## config.mk

```make
export PLATFORM = sky130hd
export DESIGN_NAME = ram_stream_reader
export DESIGN_NICKNAME = d
export VERILOG_FILES = /design/src/rtl/ram_stream_reader_pkg.sv /design/src/rtl/stream_skid_buf.sv /design/src/rtl/ram_stream_reader.sv
export SDC_FILE = /design/constraint.sdc
export NUM_CORES = 1
export LEC_CHECK = 0
export CORE_UTILIZATION = 45
export DETAILED_ROUTE_END_ITERATION = 10
export GPL_TIMING_DRIVEN = 0
export PLACE_DENSITY = 0.69
export SYNTH_ARGS = -nofsm -noshare
export SYNTH_HDL_FRONTEND = slang
export SYNTH_SLANG_ARGS = --single-unit
```

## constraint.sdc

```tcl
create_clock -name clk -period 5.6 [get_ports clk]
set_input_delay 1.12 -clock clk [delete_from_list [all_inputs] [get_ports clk]]
set_output_delay 1.12 -clock clk [all_outputs]
set_load 0.01 [all_outputs]
```

## src/rtl/ram_stream_reader_pkg.sv

```systemverilog
//============================================================================
// Module      : ram_stream_reader_pkg
// Description : Shared state encoding, buffer sizing and read-credit helper
//               for the scratch-RAM stream reader.
// Revision    : 1.0 - initial release
//============================================================================
`default_nettype none

package ram_stream_reader_pkg;

  typedef enum logic [1:0] {
    S_IDLE  = 2'd0,
    S_FETCH = 2'd1,
    S_DRAIN = 2'd2
  } rd_state_e;

  // Output skid buffer depth and the width of its occupancy counter
  localparam int RD_BUF_DEPTH = 2;
  localparam int RD_OCC_W     = 2;

  // A new read may go out only if its word is guaranteed a buffer slot when
  // it is captured next cycle: words held (less the one leaving now) plus
  // the word already on the RAM output must leave at least one slot free.
  function automatic logic rd_credit_ok(input logic [RD_OCC_W-1:0] occ,
                                        input logic                in_flight,
                                        input logic                pop);
    logic [RD_OCC_W:0] load;
    load = {1'b0, occ} + {{RD_OCC_W{1'b0}}, in_flight}
         - {{RD_OCC_W{1'b0}}, pop};
    return load < RD_BUF_DEPTH[RD_OCC_W:0];
  endfunction

endpackage

`default_nettype wire

```

## src/rtl/stream_skid_buf.sv

```systemverilog
//============================================================================
// Module      : stream_skid_buf
// Description : Two-entry valid/ready buffer with registered head outputs.
//               Absorbs the words returned by the RAM while the downstream
//               consumer stalls.
// Revision    : 1.0 - initial release
//============================================================================
`default_nettype none

module stream_skid_buf
  import ram_stream_reader_pkg::*;
#(
  parameter int DW = 8
) (
  input  logic                clk,
  input  logic                rst_n,
  input  logic                i_push,
  input  logic [DW-1:0]       i_push_data,
  input  logic                i_pop,
  output logic [DW-1:0]       o_data,
  output logic                o_valid,
  output logic [RD_OCC_W-1:0] o_count
);

  localparam logic [RD_OCC_W-1:0] c_full = RD_BUF_DEPTH[RD_OCC_W-1:0];

  logic [DW-1:0]       r_head;
  logic [DW-1:0]       r_tail;
  logic [RD_OCC_W-1:0] r_count;
  logic                r_valid;
  logic [RD_OCC_W-1:0] w_count_next;
  logic                w_do_pop;
  logic                w_do_push;

  assign w_do_pop  = i_pop & r_valid;
  // A push into a full buffer is only legal when the head leaves this cycle
  assign w_do_push = i_push & ((r_count != c_full) | w_do_pop);

  // Next occupancy: a simultaneous push and pop leave it unchanged
  always_comb begin
    w_count_next = r_count;
    case ({w_do_push, w_do_pop})
      2'b10:   w_count_next = r_count + RD_OCC_W'(1);
      2'b01:   w_count_next = r_count - RD_OCC_W'(1);
      default: w_count_next = r_count;
    endcase
  end

  // Storage update: head always holds the oldest word, tail the next one
  always_ff @(posedge clk or negedge rst_n) begin
    if (!rst_n) begin
      r_head  <= '0;
      r_tail  <= '0;
      r_count <= '0;
      r_valid <= 1'b0;
    end else begin
      r_count <= w_count_next;
      r_valid <= (w_count_next != '0);
      if (w_do_pop) begin
        if (r_count == c_full) begin
          r_head <= r_tail;
          if (w_do_push) r_tail <= i_push_data;
        end else if (w_do_push) begin
          r_head <= i_push_data;
        end
      end else if (w_do_push) begin
        if (r_count == '0) r_head <= i_push_data;
        else               r_tail <= i_push_data;
      end
    end
  end

  assign o_data  = r_head;
  assign o_valid = r_valid;
  assign o_count = r_count;

endmodule

`default_nettype wire

```

## src/rtl/ram_stream_reader.sv

```systemverilog
//============================================================================
// Module      : ram_stream_reader
// Description : Burst read sequencer for the registered-read scratch RAM.
//               Issues reads from a base address, retries reads blocked by
//               RAM writes and streams the words out over valid/ready.
// Revision    : 1.0 - initial release
//============================================================================
`default_nettype none

module ram_stream_reader
  import ram_stream_reader_pkg::*;
#(
  parameter int DW      = 8,
  parameter int ADDR_DW = 4,
  parameter int LEN_W   = ADDR_DW + 1
) (
  input  logic               clk,
  input  logic               rst_n,
  input  logic               start,
  input  logic [ADDR_DW-1:0] base_addr,
  input  logic [LEN_W-1:0]   len,
  input  logic               wr_busy,
  output logic               RAenable,
  output logic [ADDR_DW-1:0] addr_r,
  input  logic [DW-1:0]      ram_dout,
  output logic [DW-1:0]      m_data,
  output logic               m_valid,
  input  logic               m_ready,
  output logic               busy,
  output logic               done
);

  rd_state_e           r_state;
  rd_state_e           w_state_next;
  logic                r_done;
  logic                w_done_next;
  logic [LEN_W-1:0]    r_len;
  logic [LEN_W-1:0]    r_issued;
  logic [LEN_W-1:0]    r_delivered;
  logic [LEN_W-1:0]    w_issued_inc;
  logic [LEN_W-1:0]    w_deliv_inc;
  logic [ADDR_DW-1:0]  r_addr;
  logic                r_inflight;
  logic [RD_OCC_W-1:0] w_occ;
  logic                w_pop;
  logic                w_accept;
  logic                w_start_ok;

  assign w_pop        = m_valid & m_ready;
  assign w_start_ok   = (r_state == S_IDLE) & start & (len != '0);
  assign w_issued_inc = r_issued + LEN_W'(1);
  assign w_deliv_inc  = r_delivered + LEN_W'(1);

  // Read request: registered FETCH state qualified by buffer credit
  assign RAenable = (r_state == S_FETCH) & rd_credit_ok(w_occ, r_inflight, w_pop);
  // The RAM drops reads during its write cycles; those are retried
  assign w_accept = RAenable & ~wr_busy;

  // State and done-pulse register
  always_ff @(posedge clk or negedge rst_n) begin
    if (!rst_n) begin
      r_state <= S_IDLE;
      r_done  <= 1'b0;
    end else begin
      r_state <= w_state_next;
      r_done  <= w_done_next;
    end
  end

  // Next-state and done decode
  always_comb begin
    w_state_next = r_state;
    w_done_next  = 1'b0;
    case (r_state)
      S_IDLE: begin
        if (start) begin
          if (len != '0) w_state_next = S_FETCH;
          else           w_done_next  = 1'b1;
        end
      end
      S_FETCH: begin
        if (w_accept && (w_issued_inc == r_len)) w_state_next = S_DRAIN;
      end
      S_DRAIN: begin
        if (w_pop && (w_deliv_inc == r_len)) begin
          w_state_next = S_IDLE;
          w_done_next  = 1'b1;
        end
      end
      default: w_state_next = S_IDLE;
    endcase
  end

  // Burst bookkeeping: address, issued/delivered counts, read in flight
  always_ff @(posedge clk or negedge rst_n) begin
    if (!rst_n) begin
      r_len       <= '0;
      r_issued    <= '0;
      r_delivered <= '0;
      r_addr      <= '0;
      r_inflight  <= 1'b0;
    end else begin
      r_inflight <= w_accept;
      if (w_start_ok) begin
        r_len       <= len;
        r_issued    <= '0;
        r_delivered <= '0;
        r_addr      <= base_addr;
      end else begin
        if (w_accept) begin
          r_issued <= w_issued_inc;
          r_addr   <= r_addr + ADDR_DW'(1);
        end
        if (w_pop) r_delivered <= w_deliv_inc;
      end
    end
  end

  // Words land on ram_dout the cycle after acceptance and are captured here
  stream_skid_buf #(
    .DW (DW)
  ) u_buf (
    .clk         (clk),
    .rst_n       (rst_n),
    .i_push      (r_inflight),
    .i_push_data (ram_dout),
    .i_pop       (w_pop),
    .o_data      (m_data),
    .o_valid     (m_valid),
    .o_count     (w_occ)
  );

  assign addr_r = r_addr;
  assign busy   = (r_state != S_IDLE);
  assign done   = r_done;

endmodule

`default_nettype wire

```

==> impl_summary.md <==
Clocking
The clock input transition at the sequential cells of the worst setup and hold paths is 70 ps. The CTS tree is yes. Post-CTS timing repair inserted 0 buffers for setup. CTS built an H-tree with a depth of 2. The clock drives 42 sinks. Clock tree synthesis inserted a total of 5 buffers.

The buffer depth of the longest clock path is 2. The clock latency of the later-clocked register in the worst-skew pair is 290 ps. The post-cts sizing count is 0.

The root cell of the clock tree is clkbuf_8. The hold buffer count at cts is 0.

Power
The total power draw is 1.40 mW. In this run the power density over the cells is 500 nW/um^2. In this run the static leakage power is 1.20 nW.

The worst voltage drop across the vdd grid is 0.000187 V.

Drt
The post-detailed-route via-to-cell ratio is 4.97. After the first detailed-routing iteration, the DRC count stood at 58. Wires add up to 3930 um. The number of detailed-route iterations in the first pass is 7. After detailed routing, the average wire length per cell comes to 12.6 um.

The total vias in the final route is 1,546. The remaining routing DRC violations is 0. The detail route stage leaves a number of antenna-violating nets equal to 0.

Min path
The worst hold path begins at u_buf.o_data[6]. The hold path depth is 1. The worst hold path terminates at u_buf.o_data[6].

In this run the worst hold path is classified as register to register.

Finish
The final cell count without fillers is 311. In the final layout, the share of cells above drive strength 1 is 0.189. The layout overhead on the synthesized area is 26.4%. At the end of the flow, the number of nets in the layout was 270. The final core area utilization is 0.592. The number of antenna diodes in the final layout is 0. The post-route cell area is 2800 sq um.

Placement
The routability-driven placement congestion ratio is 0.799. In this run, placement finished with an instance count of 303. The placed wire-length estimate after detailed placement is 2940 um. The instance area after placement is 2690 sq um.

Before CTS, the worst setup slack after placement is 749 ps. Buffers placed on the I/O ports in this run total 37.

Timing
The tightest slew margin relative to the limit is 0.594. After layout, the worst setup slack is 763 ps. The shortest period the worst path allows is 4840 ps. The achievable clock frequency is 207 MHz.

Setup violations remaining at the end of the flow were counted as 0. Setup repair after global routing left no endpoint under its margin. The max-slew violation count came to 0.

In the finished design, the share of the clock period the worst path needs comes to 0.864. Across all hold checks on the routed design, the worst slack comes to 508 ps. Summed over all failing endpoints, the final setup total negative slack is 0 ps. The worst-margin pin slew is 605 ps.

The number of hold violations in the final report is 0. The final clock skew is 5.85 ps.

Die
The die boundary width is 72.1 um. The floorplan step defined a core boundary enclosing 4720 sq um. During I/O placement, the number of pins put on the boundary was 38.

The floorplan has 25 rows. The starting density of the core is 0.468. The die is 72.1 um tall.

The die covers 5200 sq um.

Synth
The share of the Yosys chip area taken by registers is 0.475. The number of nets produced by synthesis is 225. The area of the mapped netlist is 2210 sq um. The count of warnings emitted by yosys is 0.

The count of mapped cells out of synthesis is 198. Ranked by total cell area, the synthesized netlist is headed by dfrtp_1 (48%), mux2_2 (8.7%), xnor2_1 (5.9%), mux2_4 (5.4%), nand2_1 (4.8%). Of all flip-flops after synthesis, the portion carrying an async set or reset was 1.00. The post-synthesis register bit count is 42. The most used flip-flop cell after synthesis is dfrtp_1. The commonest cells after synthesis are dfrtp_1 (42), nand2_1 (28), mux2_2 (17). The most area-hungry cell type in the Yosys netlist is dfrtp_1. The most numerous cell in the Yosys netlist is dfrtp_1. The synthesized area per cell is 11.2 sq um. In this run, synthesis inferred 0 flip-flops with an integrated enable. The number of distinct library cells after synthesis is 42. The share of synthesized area in the top cell type comes to 0.475.

Setup path
The setup check on the worst reg-to-reg path leaves a slack of 2900 ps. The path depth of the worst reg2reg path is 10. Of all nets on the critical path, the largest fanout is 10. Data on the critical path is required at its endpoint by 4480 ps. The startpoint identified for the worst register-to-register timing path is u_buf.o_valid. The critical path in this run is classified as input port to output port. The capturing element type of the critical path is an output port. The worst path arrival time is 3720 ps.

The startpoint type of the worst setup path is an input port. The critical register-to-register path endpoint is r_state[0].

Global route
The first global-routing pass estimated 6670 um of wire. The initial antenna violation count is 0. In the global route stage, overall resource usage came out at 0.169.

Summed over all layers, the global routing overflow is 0. The largest net degree at the start of global routing is 24. The number of global-route vias before repair is 1,422.

Job
The max-capacitance violation count is 0.

Run status
The run finished with clean final reports.
-- power by group --
group	switching, mW	internal (mW)	total, mW
clock network	0.100	0.133	0.234
logic	0.267	0.360	0.626
registers	0.109	0.430	0.539
total	0.476	0.923	1.40
-- how the worst max path moves through the flow --
stage | start | to | slack, ps | cells past startpoint
3_3_place_gp | m_ready | RAenable | 750 | 9
5_1_grt | m_ready | RAenable | 590 | 9
4_1_cts | m_ready | RAenable | 750 | 9
6_report | m_ready | RAenable | 760 | 9
2_1_floorplan | m_ready | RAenable | 1920 | 7
3_5_place_dp | m_ready | RAenable | 750 | 9
-- logic make-up after synthesis --
group / Yosys count / share of synthesized area
and+or+nand+nor: 67 / 0.155
DFF: 42 / 0.475
muxes: 26 / 0.145
AOI/OAI and AO/OA: 25 / 0.0775
xor gates and xnor gates: 23 / 0.0911
buffers and inverters: 10 / 0.0243
adders and majority gates: 5 / 0.0317
-- flip-flops by register name, indices dropped and copies added, names as in the netlist --
register	count
addr_r	4
u_buf.o_data	8
u_buf.r_tail	8
u_buf.o_valid	1
done	1
r_delivered	5
r_inflight	1
u_buf.o_count	2
r_len	5
r_issued	5
r_state	2
-- routing by layer --
layer	global-route usage	up-vias	part of all wire
met4	0.0654	0	0.018
li1	-	780	-
met3	0.0417	6	0.032
met1	0.244	733	0.51
met2	0.244	27	0.44
met5	0	-	0
-- layout make-up --
class,count,area (sq um)
clock buffer,7,76.3
buffer,5,30.0
timing repair buffer,38,393
fill,409,1930
tap,67,83.8
clock inverter,1,30.0
inverter,5,23.8
sequential,42,1050
multi-input combinational,146,1110
-- critical path, stage by stage --
cell	delay [ps]
clkdlybuf4s50_1	480
nand2_4	170
clkinv_4	120
ha_1	270
nand2b_1	150
fa_1	380
xnor2_1	300
and3_1	200
clkdlybuf4s50_1	530
-- cells in the final DEF (no fill, tap or decap), drive strengths merged, types with 3 or more instances in the layout --
cell type      count
inv                4
o21ai             10
xnor2             15
ha                 4
nand3             15
nand2             29
nand2b             3
nor2               7
a21oi              6
clkbuf             8
buf                6
clkdlybuf4s50     36
nor3               3
mux2              25
xor2               8
dfrtp             42
Power figures use the tool's default switching activity.
